## config.mk

```make
export PLATFORM = sky130hd
export DESIGN_NAME = rmii_rx_fcs_check_flat
export DESIGN_NICKNAME = d
export VERILOG_FILES = /design/src/rtl/rmii_rx_fcs_check_if.sv /design/src/rtl/rmii_rx_fcs_check.sv /design/src/flat_wrapper.sv
export SDC_FILE = /design/constraint.sdc
export NUM_CORES = 1
export LEC_CHECK = 0
export ABC_AREA = 1
export CAP_MARGIN = 20
export CORE_ASPECT_RATIO = 0.9
export CORE_UTILIZATION = 45
export CTS_CLUSTER_SIZE = 28
export DETAILED_ROUTE_END_ITERATION = 7
export PLACE_DENSITY_LB_ADDON = 0.1
export SLEW_MARGIN = 20
export SYNTH_ARGS = -nofsm -noshare
export SYNTH_HDL_FRONTEND = slang
export SYNTH_SLANG_ARGS = --single-unit
export TNS_END_PERCENT = 30
```

## constraint.sdc

```tcl
create_clock -name clk -period 1.7 [get_ports clk]
set_clock_uncertainty 0.2 [all_clocks]
set_input_delay 0.255 -clock clk [delete_from_list [all_inputs] [get_ports clk]]
set_output_delay 0.255 -clock clk [all_outputs]
set_load 0.005 [all_outputs]
```

## src/rtl/rmii_rx_fcs_check_if.sv

```systemverilog
// RMII receive bundle: dibit pins in, payload byte stream and end-of-frame status out.
// The checker takes the master side; the RX buffer (or a bench) takes the slave side.
interface rmii_rx_fcs_check_if #(
  parameter int unsigned LEN_W = 11
);
  logic             crs_dv;
  logic [1:0]       rxd;
  logic [7:0]       rx_data;
  logic             rx_valid;
  logic             rx_done;
  logic             rx_fcs_ok;
  logic             rx_err_align;
  logic             rx_err_short;
  logic             rx_err_long;
  logic [LEN_W-1:0] rx_len;

  modport master (
    input  crs_dv, rxd,
    output rx_data, rx_valid, rx_done, rx_fcs_ok, rx_err_align, rx_err_short, rx_err_long,
           rx_len
  );

  modport slave (
    output crs_dv, rxd,
    input  rx_data, rx_valid, rx_done, rx_fcs_ok, rx_err_align, rx_err_short, rx_err_long,
           rx_len
  );
endinterface

```

## src/rtl/rmii_rx_fcs_check.sv

```systemverilog
// RMII 100 Mb/s receive checker: strips preamble/SFD, assembles bytes, checks the CRC-32
// residue and withholds the trailing 4 FCS bytes from the payload stream.
module rmii_rx_fcs_check #(
  parameter int unsigned MIN_LEN = 64,
  parameter int unsigned MAX_LEN = 1518,
  parameter int unsigned LEN_W   = 11
) (
  input  logic                clk,
  input  logic                reset,
  rmii_rx_fcs_check_if.master bus
);

  localparam logic [31:0]      CrcPoly    = 32'hEDB88320;
  localparam logic [31:0]      CrcResidue = 32'hDEBB20E3;
  localparam logic [LEN_W-1:0] MaxCnt     = LEN_W'(MAX_LEN);
  localparam logic [LEN_W-1:0] MinCnt     = LEN_W'(MIN_LEN);
  localparam logic [LEN_W-1:0] FcsCnt     = LEN_W'(4);

  typedef enum logic [1:0] {StDrop, StIdle, StPreamble, StData} state_e;

  // Two reflected CRC steps, rxd[0] first.
  function automatic logic [31:0] crc_step2(input logic [31:0] crc, input logic [1:0] d);
    logic [31:0] c;
    c = crc;
    for (int i = 0; i < 2; i++) begin
      if (c[0] ^ d[i]) c = (c >> 1) ^ CrcPoly;
      else             c = c >> 1;
    end
    return c;
  endfunction

  state_e           state_q, state_d;
  logic             silent_q, silent_d;
  logic             long_q, long_d;
  logic [31:0]      crc_q, crc_d;
  logic [5:0]       shift_q, shift_d;
  logic [1:0]       phase_q, phase_d;
  logic [LEN_W-1:0] byte_cnt_q, byte_cnt_d;
  logic [3:0][7:0]  fifo_q, fifo_d;
  logic [2:0]       fifo_cnt_q, fifo_cnt_d;

  logic [7:0]       rx_data_q, rx_data_d;
  logic             rx_valid_q, rx_valid_d;
  logic             rx_done_q, rx_done_d;
  logic             rx_fcs_ok_q, rx_fcs_ok_d;
  logic             rx_err_align_q, rx_err_align_d;
  logic             rx_err_short_q, rx_err_short_d;
  logic             rx_err_long_q, rx_err_long_d;
  logic [LEN_W-1:0] rx_len_q, rx_len_d;

  logic [7:0]       new_byte;

  assign new_byte = {bus.rxd, shift_q};

  always_comb begin
    state_d        = state_q;
    silent_d       = silent_q;
    long_d         = long_q;
    crc_d          = crc_q;
    shift_d        = shift_q;
    phase_d        = phase_q;
    byte_cnt_d     = byte_cnt_q;
    fifo_d         = fifo_q;
    fifo_cnt_d     = fifo_cnt_q;
    rx_data_d      = rx_data_q;
    rx_valid_d     = 1'b0;
    rx_done_d      = 1'b0;
    rx_fcs_ok_d    = 1'b0;
    rx_err_align_d = 1'b0;
    rx_err_short_d = 1'b0;
    rx_err_long_d  = 1'b0;
    rx_len_d       = '0;

    case (state_q)
      StDrop: begin
        if (!bus.crs_dv) begin
          state_d  = StIdle;
          silent_d = 1'b0;
          long_d   = 1'b0;
          if (!silent_q) begin
            rx_done_d      = 1'b1;
            rx_len_d       = byte_cnt_q;
            rx_err_long_d  = long_q;
            rx_err_short_d = (byte_cnt_q < MinCnt);
          end
        end
      end
      StIdle: begin
        if (bus.crs_dv) begin
          if (bus.rxd == 2'b01) begin
            state_d = StPreamble;
          end else if (bus.rxd != 2'b00) begin
            state_d  = StDrop;
            silent_d = 1'b1;
          end
        end
      end
      StPreamble: begin
        if (!bus.crs_dv) begin
          state_d = StIdle;
        end else begin
          case (bus.rxd)
            2'b01: state_d = StPreamble;
            2'b11: begin
              state_d    = StData;
              crc_d      = '1;
              shift_d    = '0;
              phase_d    = '0;
              byte_cnt_d = '0;
              fifo_cnt_d = '0;
              long_d     = 1'b0;
            end
            default: begin
              state_d  = StDrop;
              silent_d = 1'b1;
            end
          endcase
        end
      end
      StData: begin
        if (bus.crs_dv) begin
          shift_d = {bus.rxd, shift_q[5:2]};
          crc_d   = crc_step2(crc_q, bus.rxd);
          phase_d = phase_q + 2'd1;
          if (phase_q == 2'd3) begin
            if (byte_cnt_q == MaxCnt) begin
              // Oversize: report saturated length once carrier drops.
              byte_cnt_d = MaxCnt + LEN_W'(1);
              long_d     = 1'b1;
              state_d    = StDrop;
              silent_d   = 1'b0;
            end else begin
              byte_cnt_d = byte_cnt_q + LEN_W'(1);
              fifo_d     = {new_byte, fifo_q[3:1]};
              if (fifo_cnt_q == 3'd4) begin
                rx_valid_d = 1'b1;
                rx_data_d  = fifo_q[0];
              end else begin
                fifo_cnt_d = fifo_cnt_q + 3'd1;
              end
            end
          end
        end else begin
          state_d        = StIdle;
          rx_done_d      = 1'b1;
          rx_len_d       = byte_cnt_q;
          rx_err_align_d = (phase_q != 2'd0);
          rx_err_short_d = (byte_cnt_q < MinCnt);
          rx_fcs_ok_d    = (phase_q == 2'd0) && (byte_cnt_q >= FcsCnt) && (crc_q == CrcResidue);
        end
      end
      default: begin
        state_d  = StDrop;
        silent_d = 1'b1;
      end
    endcase
  end

  always_ff @(posedge clk) begin
    if (reset) begin
      state_q        <= StDrop;
      silent_q       <= 1'b1;
      long_q         <= 1'b0;
      crc_q          <= '1;
      shift_q        <= '0;
      phase_q        <= '0;
      byte_cnt_q     <= '0;
      fifo_q         <= '0;
      fifo_cnt_q     <= '0;
      rx_data_q      <= '0;
      rx_valid_q     <= 1'b0;
      rx_done_q      <= 1'b0;
      rx_fcs_ok_q    <= 1'b0;
      rx_err_align_q <= 1'b0;
      rx_err_short_q <= 1'b0;
      rx_err_long_q  <= 1'b0;
      rx_len_q       <= '0;
    end else begin
      state_q        <= state_d;
      silent_q       <= silent_d;
      long_q         <= long_d;
      crc_q          <= crc_d;
      shift_q        <= shift_d;
      phase_q        <= phase_d;
      byte_cnt_q     <= byte_cnt_d;
      fifo_q         <= fifo_d;
      fifo_cnt_q     <= fifo_cnt_d;
      rx_data_q      <= rx_data_d;
      rx_valid_q     <= rx_valid_d;
      rx_done_q      <= rx_done_d;
      rx_fcs_ok_q    <= rx_fcs_ok_d;
      rx_err_align_q <= rx_err_align_d;
      rx_err_short_q <= rx_err_short_d;
      rx_err_long_q  <= rx_err_long_d;
      rx_len_q       <= rx_len_d;
    end
  end

  assign bus.rx_data      = rx_data_q;
  assign bus.rx_valid     = rx_valid_q;
  assign bus.rx_done      = rx_done_q;
  assign bus.rx_fcs_ok    = rx_fcs_ok_q;
  assign bus.rx_err_align = rx_err_align_q;
  assign bus.rx_err_short = rx_err_short_q;
  assign bus.rx_err_long  = rx_err_long_q;
  assign bus.rx_len       = rx_len_q;

endmodule
```

## src/flat_wrapper.sv

```systemverilog
// flat-port wrapper written by rule: the top's interface ports become plain ports
module rmii_rx_fcs_check_flat 
#(
  parameter int unsigned MIN_LEN = 64,
  parameter int unsigned MAX_LEN = 1518,
  parameter int unsigned LEN_W   = 11
)
  (clk, reset, bus_crs_dv, bus_rxd, bus_rx_data, bus_rx_valid, bus_rx_done, bus_rx_fcs_ok, bus_rx_err_align, bus_rx_err_short, bus_rx_err_long, bus_rx_len);
  rmii_rx_fcs_check_if #(.LEN_W(LEN_W)) bus_i ();
  input  logic clk;
  input  logic reset;
  input wire logic [$bits(bus_i.crs_dv)-1:0] bus_crs_dv;
  input wire logic [$bits(bus_i.rxd)-1:0] bus_rxd;
  output wire logic [$bits(bus_i.rx_data)-1:0] bus_rx_data;
  output wire logic [$bits(bus_i.rx_valid)-1:0] bus_rx_valid;
  output wire logic [$bits(bus_i.rx_done)-1:0] bus_rx_done;
  output wire logic [$bits(bus_i.rx_fcs_ok)-1:0] bus_rx_fcs_ok;
  output wire logic [$bits(bus_i.rx_err_align)-1:0] bus_rx_err_align;
  output wire logic [$bits(bus_i.rx_err_short)-1:0] bus_rx_err_short;
  output wire logic [$bits(bus_i.rx_err_long)-1:0] bus_rx_err_long;
  output wire logic [$bits(bus_i.rx_len)-1:0] bus_rx_len;
  assign bus_i.crs_dv = bus_crs_dv;
  assign bus_i.rxd = bus_rxd;
  assign bus_rx_data = bus_i.rx_data;
  assign bus_rx_valid = bus_i.rx_valid;
  assign bus_rx_done = bus_i.rx_done;
  assign bus_rx_fcs_ok = bus_i.rx_fcs_ok;
  assign bus_rx_err_align = bus_i.rx_err_align;
  assign bus_rx_err_short = bus_i.rx_err_short;
  assign bus_rx_err_long = bus_i.rx_err_long;
  assign bus_rx_len = bus_i.rx_len;
  rmii_rx_fcs_check #(.MIN_LEN(MIN_LEN), .MAX_LEN(MAX_LEN), .LEN_W(LEN_W)) u_core (.clk(clk), .reset(reset), .bus(bus_i));
endmodule
```

Yosys cells after proc, flatten, opt, wreduce, memory -nomap -nowiden
Cells that the tools add are included.
- flip-flop bits (word level): 115
- bits of input ports: 5
- word-level logic and storage cells: 146
- output and inout bits: 25
- magnitude comparators: 2
- equal/unequal tests: 24
- add/sub/neg operators: 3
- multiplexer cells: 68
- reductions and logical operators: 20
- bitwise operators: 9
- operators by type and width (kind ; number):
    $mux W32 ; 7
    $mux W11 ; 8
    $pmux W32 S2 ; 1
    $pmux W11 S2 ; 2
    $eq A32 B32 Y1 const B ; 1
    $not A13 Y14 ; 2
    $mux W2 ; 11
    $mux W1 ; 21
    $mux W3 ; 6
    $mux W6 ; 3
    $ne A2 B2 Y1 const B ; 8
    $reduce_and A5 Y1 ; 3
    $reduce_and A7 Y1 ; 2
    $pmux W6 S2 ; 1
    $add A11 B1 Y11 const B ; 1
    $eq A11 B11 Y1 const B ; 1
    $ge A11 B3 Y1 const B ; 1
    $lt A11 B7 Y1 const B ; 1
    $reduce_and A9 Y1 ; 1
    $eq A2 B2 Y1 const B ; 4
    $ne A2 B1 Y1 const B ; 4
    $pmux W2 S2 ; 2
    $pmux W2 S4 ; 1
    $reduce_and A4 Y1 ; 2
    other kinds (20) ; 32

Depth between registers and ports, before layout
Gate-level depths: netlist of run 1.
- depth after elaboration: 8
- gate-level depth with buffers: 11
- mapped depth without buffers: 10

Least setup slack after synthesis of run 1
OpenSTA, ideal clock, no wires.
- kind: flip-flop to flip-flop
- from: reg u_core.state_q[0]
- to: reg u_core.crc_q[11]
- required time: 1.373 ns
- buffers on the path: 1
- arrival time: 1.455 ns
- setup time: 0.127 ns
- stages on the path, launching flop included: 12
- slack: -0.082 ns
- clock period less this slack: 1.782 ns
- path through: dfxtp_1 > inv_1 > ha_1 > nor2_4 > nor2_4 > nand2_4 > inv_4 > nand2_4 > nand2_4 > inv_4 > buf_4 > o211ai_1
- cells in the longest elaborated chain, start to end: 3
- elaborated cells between the ends (all ways): 8
- those cells by class: eq/ne (5); mux (1); reduce/logical (2)
- ends and longest elaborated chain (item ; RTL line ; RTL):
    from (decl) ; rmii_rx_fcs_check.sv:32 ; state_e state_q, state_d;
    from (signal assigned) ; rmii_rx_fcs_check.sv:161 ; state_q <= StDrop;
    from (signal assigned) ; rmii_rx_fcs_check.sv:179 ; state_q <= state_d;
    $eq A2 B2 Y1 ; rmii_rx_fcs_check.sv:74 ; case (state_q)
    $ne A2 B1 Y1 (no source line) (tied with other cells) ; -- ;
    $reduce_and A4 Y1 (no source line) ; -- ;
    to (signal assigned) ; rmii_rx_fcs_check.sv:182 ; crc_q <= crc_d;
    to (decl) ; rmii_rx_fcs_check.sv:35 ; logic [31:0] crc_q, crc_d;
Several ways; a longest one is shown, not always the timed one.
A chain may end at the register's enable or synchronous reset.

Final worst setup path of run 1
- from: reg u_core.state_q[0]
- to: reg u_core.byte_cnt_q[9]
- cells in the longest elaborated chain, start to end: 3
- elaborated cells between the ends (all ways): 9
- those cells by class: eq/ne (6); mux (1); reduce/logical (2)
- ends and longest elaborated chain (item ; RTL line ; RTL):
    $eq A2 B2 Y1 ; rmii_rx_fcs_check.sv:74 ;
    $ne A2 B1 Y1 (no source line) (tied with other cells) ; -- ;
    $reduce_and A5 Y1 (no source line) ; -- ;
    to (signal assigned) ; rmii_rx_fcs_check.sv:185 ; byte_cnt_q <= byte_cnt_d;
    to (decl) ; rmii_rx_fcs_check.sv:38 ; logic [LEN_W-1:0] byte_cnt_q, byte_cnt_d;
Several ways; a longest one is shown, not always the timed one.

==> results of run 1 <==
## worst reg2reg max path, stage by stage, from the launching register on
cell and delay [ps]:
sky130_fd_sc_hd__dfxtp_4 360, sky130_fd_sc_hd__inv_4 60, sky130_fd_sc_hd__ha_4 160, sky130_fd_sc_hd__nor2_4 60, sky130_fd_sc_hd__buf_6 130, sky130_fd_sc_hd__nor3_4 270
sky130_fd_sc_hd__buf_4 170, sky130_fd_sc_hd__nand2_1 50, sky130_fd_sc_hd__xor2_1 130, sky130_fd_sc_hd__nor2_1 50
## metrics by stage
step / power [W] / hold WS [ps] / cells / worst slack (ps)
after floorplan: 0.00456 / 220 / 640 / -18.7
after global placement: 0.00511 / 251 / 851 / -401
after detailed placement: 0.00517 / 243 / 851 / -469
after CTS: 0.00890 / 159 / 894 / -44.7
after global routing: 0.00953 / 186 / 895 / -94.6
final: 0.00903 / 175 / 895 / -41.5
## synthesized netlist by cell type
library cell | number | area (µm²)
sky130_fd_sc_hd__a211oi_1 | 1 | 7.51
sky130_fd_sc_hd__buf_6 | 4 | 45.0
sky130_fd_sc_hd__buf_4 | 5 | 37.5
sky130_fd_sc_hd__buf_2 | 13 | 65.1
sky130_fd_sc_hd__nor3_2 | 2 | 20.0
sky130_fd_sc_hd__nand2_2 | 5 | 31.3
sky130_fd_sc_hd__o221ai_1 | 2 | 17.5
sky130_fd_sc_hd__o21a_1 | 1 | 7.51
sky130_fd_sc_hd__clkbuf_1 | 8 | 30.0
sky130_fd_sc_hd__o21ai_0 | 15 | 75.1
sky130_fd_sc_hd__a211oi_2 | 7 | 87.6
sky130_fd_sc_hd__dfxtp_1 | 115 | 2300
sky130_fd_sc_hd__xnor2_1 | 6 | 52.6
sky130_fd_sc_hd__o21ai_1 | 1 | 5.00
sky130_fd_sc_hd__nor2_2 | 3 | 18.8
sky130_fd_sc_hd__nand2_4 | 4 | 45.0
sky130_fd_sc_hd__xnor2_2 | 1 | 16.3
sky130_fd_sc_hd__nor3_1 | 6 | 30.0
sky130_fd_sc_hd__nand3_2 | 1 | 10.0
sky130_fd_sc_hd__a21oi_2 | 4 | 35.0
sky130_fd_sc_hd__nand3_1 | 49 | 245
sky130_fd_sc_hd__a211o_1 | 1 | 8.76
sky130_fd_sc_hd__nor4_1 | 3 | 18.8
sky130_fd_sc_hd__o211ai_1 | 21 | 158
sky130_fd_sc_hd__xor2_1 | 12 | 105
sky130_fd_sc_hd__nor2_1 | 68 | 255
sky130_fd_sc_hd__inv_4 | 2 | 12.5
sky130_fd_sc_hd__nand2_1 | 143 | 537
sky130_fd_sc_hd__a21oi_1 | 55 | 275
sky130_fd_sc_hd__nor2_4 | 3 | 33.8
sky130_fd_sc_hd__inv_2 | 2 | 7.51
sky130_fd_sc_hd__xor2_2 | 1 | 16.3
sky130_fd_sc_hd__inv_1 | 56 | 210
sky130_fd_sc_hd__clkinv_2 | 1 | 5.00
sky130_fd_sc_hd__ha_1 | 11 | 138
sky130_fd_sc_hd__nand4_1 | 8 | 50.1
## per-layer routing
metal  GRT usage [%]  vias to the layer above  routed length, µm
met3            7.24                       13                462
met2            34.6                       76               5790
met5               0                        -                  0
met4            9.82                        0                150
met1            29.3                     2106               5810
li1                -                     2271                  -
## final cells by class
type / instances / area share (%)
repair buffers: 99 / 13.5
well taps: 152 / 2.74
flip-flops and latches: 115 / 33.4
inverters: 61 / 3.79
clock inverters: 2 / 0.505
repair inverters: 1 / 0.0903
multi-input cells: 435 / 37.8
clock buffers: 30 / 8.14
## repair_timing
action | CTS | global route
pin swaps | 17 | 22
hold endpoints to repair | 1 | 0
gates cloned | 3 | 0
resized for setup | 69 | 73
hold buffers | 1 | 0
setup buffers | 7 | 3
endpoints found under the setup margin | 122 | 112
## cells by family after synthesis
group           after synthesis
flops                       115
fa+ha+maj                    11
compound gates              108
simple gates                295
xor+xnor                     20
buf+inv                      91
## power by group through the flow
stage / Combinational, W / Sequential (W) / Clock (W)
after detailed placement: 0.00192 / 0.00325 / 0
after CTS: 0.00207 / 0.00323 / 0.00361
after global routing: 0.00251 / 0.00327 / 0.00375
after floorplan: 0.00137 / 0.00319 / 0
final: 0.00225 / 0.00323 / 0.00354
after global placement: 0.00187 / 0.00324 / 0
## path summary, 6_finish.rpt
kind,end,slack [ps],cells past startpoint
setup reg to reg,u_core.byte_cnt_q[9],-40,9
setup / recovery,u_core.byte_cnt_q[9],-40,9
hold reg to reg,u_core.long_q,260,2
hold / removal,u_core.fifo_q[30],180,3
## sequential cells by signal, summed over array words and instances, names as in the netlist, 3 cells and up
signal              flops
u_core.fifo_cnt_q       3
u_core.bus.rx_data      8
u_core.fifo_q          32
u_core.bus.rx_len      11
u_core.shift_q          6
u_core.byte_cnt_q      11
u_core.crc_q           32
==> summary.md, run 1 <==
Yosys mapped the design onto 36 distinct sky130hd cell types. The first detailed-routing pass took 4 iterations. The longest clock path from root to sink contains 2 buffers. For this run, design rule violations remaining after detail routing come to 0. The initial utilization of the core area, before any placement, comes to 46.2%. The total number of yosys warnings was 0; the required time of the critical path was 1810 ps. The flow ran to the end, but the final reports show violations. The number of buffers and inverters on the critical path is 3. The number of antenna-violating nets in the routed design was 0. The xor/xnor share of the synthesized area is 3.79%, and the share of synthesized cell area in full adder, half adder and majority cells is 2.74%. The clock network burns 39.2% of the power.

The first global-routing pass estimated 20.0 mm of wire. Among cell families on the critical path, the largest total delay comes from simple AND/OR/NAND/NOR gates. The logs give 0.0109 mm² for the core area and 0 for the number of max-slew violations in the final report.

Wires add up to 12.2 mm. The tools report the startpoint kind of the worst setup timing path as a register. The signal on the critical path passes through inv_4 -> ha_4 -> nor2_4 -> buf_6 -> nor3_4 -> buf_4 -> nand2_1 -> xor2_1 -> nor2_1. The actual transition at the worst max-transition pin was 282 ps. Synthesized-area fraction occupied by and/or/nand/nor cells: 25.8%.

In the final routed layout, each cell accounts on average for 13.6 µm. Derived from the worst setup path, the maximum achievable clock frequency is 574 MHz. The number of antenna violations at the first check in global routing is 0. The worst setup path is captured at a register. The congestion estimate from routability-driven global placement came to 0.819.

The logs give 640 for the cell count after synthesis and 45.9% for the portion of the post-synthesis area used by sequential elements. The largest net degree at the start of global routing is 33, and the maximum level of the CTS H-tree is 4. The run gives 0 as the number of inserted diodes. The DRC violation total after the first TritonRoute iteration was 334. The via density per instance works out to 4.99. The tools report the reg-to-reg critical path startpoint as u_core.state_q[0]. The ratio of final minimum period to clock period came out at 102%. The clock root buffer was sky130_fd_sc_hd__clkbuf_16.

The area of all placed cells without fillers is 0.00693 mm². The final setup slack of the worst path is -41.5 ps, and the mean area per synthesized cell is 7.84 µm². The cell with the largest stage delay on the worst path is sky130_fd_sc_hd__dfxtp_4. The final sum of negative setup slack is -143 ps, and the power per cell area is 1300 mW/mm². The worst-path maximum fanout was 3; the cell leakage power was 3.00 nW. The total overflow left after global routing is 0. The boundary pin count was 30; the largest vdd supply drop was 0.000859 V. The routed layout has 4466 vias. Measured along the x axis, the die boundary spans 113 µm. For the CTS buffer count, the log shows 17. Counting flops and latches in the post-synthesis netlist gives 115. At the worst endpoint, the arrival time is 1850 ps. In the final layout, the multi-input gates occupy 0.00262 mm².

The multiplexer share of the synthesized area is 0%, and the storage element area is 0.00232 mm². Startpoint of the most critical hold path: bus_rxd[0]. Setup repair after global routing could not meet its margin everywhere. The checks that failed: setup timing. For the combinational fraction of design power, the log shows 24.9%. Tracing the worst setup path back leads to its startpoint at u_core.state_q[0]. Synthesis produced a netlist with a net count of 656. Vertical die dimension: 102 µm. At the later pin of the worst-skew pair, clock insertion delay measures 420 ps. The run gives 0.00501 mm² as the area of the mapped netlist. The class of the tightest hold or removal check is input pin to register. The count of endpoints failing hold in the final timing report came out at 0. Measured against its own limit, the worst slew margin works out to 81.0%. Clock-pin slew was measured on the worst setup and hold paths at 50 ps.

The library cell used most frequently in the layout, excluding fill and tap cells, is sky130_fd_sc_hd__nand2_1. Cells with a size suffix above 1 make up 27.3% of the layout. The post-route minimum period was 1740 ps. For the setup violation total in the final timing report, the log shows 10.

Summing all placed instances gives a cell area of 0.00583 mm². The number of nets in the final layout is 746. TritonCTS built the clock tree. The area overhead of the layout relative to synthesis was 38.2%; the switching share of total power was 29.6%.

For the relative contribution of sequential cells to total power, the log shows 35.8%. Cells fill 63.9% of the core in the end. The post-synthesis compound-gate area fraction is 13.5%, and the internal power of the cells is 0.00636 W. For this run, the slowest stage of the critical path takes 360 ps.

The critical path is of the register to register type. The analysis attributes to net switching a power of 0.00267 W. The clock drives 115 sinks. The fill cell instance count of the final layout is 936, and the global-route usage over all layers is 22.6%. The count of buffers added on input and output ports is 29.

Largest family of logic cells by synthesized area: simple AND/OR/NAND/NOR gates. The tool flagged a number of max-cap violations equal to 0. In the layout the commonest cells are 125 x sky130_fd_sc_hd__nand2_1, 108 x sky130_fd_sc_hd__dfxtp_1, 59 x sky130_fd_sc_hd__nor2_1.

After floorplanning, the core was divided into 36 placement rows. The via count of the first global-routing pass was 4160. The estimated wirelength of the detail-placed design was 7.71 mm.

The floorplan step defined a die boundary enclosing 0.0116 mm².
(Power assumes the default switching activity.)
==> inputs of run 2 (changes only) <==
--- a/config.mk
+++ b/config.mk
@@ -8,7 +8,7 @@
 export ABC_AREA = 1
 export CAP_MARGIN = 20
 export CORE_ASPECT_RATIO = 0.9
-export CORE_UTILIZATION = 45
+export CORE_UTILIZATION = 43
 export CTS_CLUSTER_SIZE = 28
 export DETAILED_ROUTE_END_ITERATION = 7
 export PLACE_DENSITY_LB_ADDON = 0.1
@@ -16,4 +16,3 @@
 export SYNTH_ARGS = -nofsm -noshare
 export SYNTH_HDL_FRONTEND = slang
 export SYNTH_SLANG_ARGS = --single-unit
-export TNS_END_PERCENT = 30
==> summary.md, run 2 (same netlist as run 1, synthesis figures left out) <==
In the final layout, the registers with the most flip-flops are u_core.crc_q x32, u_core.fifo_q x32. The run gives 33 (unchanged) as the largest net degree at the start of global routing. Switching share of total power: 30.0% (+0.45 points).

TritonCTS built the clock tree. The run gives 44.0% (-2.2 points) as the effective utilization at floorplan. In this run the most used layer during global routing was met2.

The tools report the largest vdd supply drop as 0.000753 V (-12%). The count of unresolved DRC violations after routing was 0 (unchanged); the power per cell area was 1290 mW/mm² (-0.99%). The total routed wirelength came out at 12.2 mm (+0.29%).

For the cell leakage power, the log shows 2.96 nW (-1.5%). The clock transition at the registers of the reported paths came out at 50 ps (about the same). The final reports fail on setup timing.

The tools report the global routing usage on met1 as 27.0% (-2.3 points). The met2 usage in global routing was 31.8% (-2.8 points); the max-cap violation count was 0 (unchanged). The detailed-route via count was 4453 (-0.29%). The run gives 1800 ps (about the same) as the required time of the critical path. Relative to the synthesized area, the layout overhead comes to 37.2%. The clock network fraction of design power came out at 39.6% (+0.4 points). The CTS buffer count was 17 (unchanged).

The cell with the largest stage delay on the worst path is sky130_fd_sc_hd__dfxtp_4. Global placer's final weighted congestion: 0.849 (+3.6%). The run gives 0 (unchanged) as the count of endpoints failing hold in the final timing report.

The run gives 0.00584 mm² (about the same) as the cell area after placement. The setup slack of the most critical reg-to-reg path was -20 ps (+20 ps); the via count of the first global-routing pass was 4202 (+1.0%). The die boundary width came out at 116 µm (+2.3%).

The per-cell routed wire length is 13.6 µm (about the same), and the delay of the slowest cell on the worst path is 380 ps (+20 ps). For the global-route congestion overflow total, the log shows 0 (unchanged). For the achievable frequency, the log shows 580 MHz (+1.0%). The setup violation total in the final timing report is 4 (-6), and the number of antenna violations at the first check in global routing is 0 (unchanged). The ratio of final minimum period to clock period came out at 101% (-1.0 points). The flow ran to the end, but the final reports show violations.

The via density per instance is 4.96 (-0.62%). The internal power of the cells is 0.00621 W (-2.4%). The global routing usage on met3 came out at 5.77% (-1.5 points).

The logs give 0.00257 mm² (-2.1%) for the area used by multi-input combinational logic and 115 (unchanged) for the total number of clock tree sinks. Boundary pin count: 30 (unchanged). The run gives 0 (unchanged) as the number of max-slew violations in the final report.

The post-route minimum period was 1720 ps (-17.5 ps); the worst-path maximum fanout was 7 (+4). For the DRC violation total after the first TritonRoute iteration, the log shows 260 (-22%). In the layout the commonest cells are 134 x sky130_fd_sc_hd__nand2_1, 107 x sky130_fd_sc_hd__dfxtp_1, 62 x sky130_fd_sc_hd__nor2_1.

The area of all placed cells without fillers is 0.00688 mm² (-0.76%). Setup repair after global routing could not meet its margin everywhere. The actual transition at the worst max-transition pin was 328 ps (+46.7 ps); the maximum clock path buffer count was 2 (unchanged). The signal on the critical path passes through inv_4 -> ha_4 -> nor2_4 -> nor2_4 -> nand2_4 -> inv_8 -> nand2_8 -> nand2_8 -> a211o_1. Length of the first detailed-routing pass in iterations: 4 (unchanged).

For the number of nets in the final layout, the log shows 746 (unchanged). The vertical die dimension is 104 µm (+2.3%). The placement row count was 37 (+2.8%); the share of post-route cells with drive strength above 1 was 25.6% (-1.7 points).

The relative contribution of sequential cells to total power was 36.3% (+0.5 points). The die outline area is 0.0121 mm² (+4.6%), and the switching power is 0.00266 W (-0.23%). STA classifies the critical path startpoint as a register.

Number of buffers inserted by port buffering: 29 (unchanged). Kind of end point of the critical path: a register. Storage element area: 0.00231 mm² (about the same). Leaving out fill and tap cells, the most frequent cell in the layout is sky130_fd_sc_hd__nand2_1.

The number of inserted diodes came out at 0 (unchanged). The worst slack after detailed placement is -386 ps (+82.7 ps). Fill cell instance count of the final layout: 1010 (+7.9%). The logs give 77.9% (-3.1 points) for the worst-case headroom to the max-slew limit and 20.5% (-2.1 points) for the global-route usage over all layers.

The type of the worst setup path was register to register. The combinational fraction of design power was 24.1% (-0.8 points). The run gives -24.0 ps (+17.5 ps) as the final setup slack of the worst path.

Number of antenna-violating nets in the routed design: 0 (unchanged). The global-route wire length before repair was 19.5 mm (-2.5%); the worst endpoint data arrival time was 1820 ps (-30 ps). The maximum level of the CTS H-tree was 4 (unchanged); the insertion delay to the later sink of the worst-skew pair was 410 ps (about the same). Estimated wirelength of the detail-placed design: 7.78 mm (+0.86%). The root buffer cell chosen for the clock tree is sky130_fd_sc_hd__clkbuf_16.

The overall power is 0.00887 W (-1.7%). The class of the tightest hold or removal check is register to register. The run gives 0.0114 mm² (+4.9%) as the core area.
[run 2: final cells by class]
type                    instances  area share (%)
clock buffers                  20            6.35
clock inverters                11            2.00
inverters                      61            3.80
multi-input cells             435            37.3
flip-flops and latches        115            33.6
well taps                     156            2.84
repair buffers                 99            14.0
repair inverters                1          0.0909
[run 2: through the flow]
step                      hold WS, ps  util (%)  TNS (ps)  instances
after floorplan                   220         -         0        640
after detailed placement          251      51.3    -25690        856
after global routing              276      60.4     -4030        898
after global placement            251      51.3    -24440        856
final                             261      60.4     -44.2        898
after CTS                         261      57.5     -31.2        892
[run 2: critical path: cells and delay by family, from the launching register on]
| family | cells | cell delay (ps) |
|---|---|---|
| buffers and inverters | 2 | 110 |
| and+or+nand+nor | 5 | 460 |
| DFF | 1 | 380 |
| adders and majority gates | 1 | 170 |
| AOI/OAI and AO/OA | 1 | 280 |
[run 2: layer usage]
layer | vias up | routed length [µm]
li1 | 2267 | -
met1 | 2113 | 5980
met2 | 61 | 5790
met3 | 12 | 366
met4 | 0 | 107
met5 | - | 0
[run 2: repair_timing]
| item | in CTS | in global routing |
|---|---|---|
| cloned | 1 | 4 |
| pin swaps | 7 | 46 |
| setup endpoints to repair | 105 | 120 |
| hold buffers | 1 | 0 |
| gates resized for setup | 43 | 72 |
| buffers inserted | 3 | 3 |
| hold endpoints to repair | 2 | 0 |
[run 2: power by group through the flow]
stage | Clock [W] | Sequential [W] | Combinational (W)
floorplan | 0 | 0.00320 | 0.00137
global placement | 0 | 0.00325 | 0.00185
detailed placement | 0 | 0.00325 | 0.00189
CTS | 0.00356 | 0.00321 | 0.00199
global route | 0.00368 | 0.00325 | 0.00238
finish | 0.00351 | 0.00322 | 0.00214
[run 2: path summary, 6_finish.rpt]
kind | start | to | cells after the start
worst max-delay path | u_core.state_q[0] | u_core.crc_q[31] | 9
worst min-delay path | u_core.fifo_q[17] | u_core.fifo_q[17] | 2
worst max register to register | u_core.state_q[0] | u_core.crc_q[31] | 9
worst min register to register | u_core.fifo_q[17] | u_core.fifo_q[17] | 2
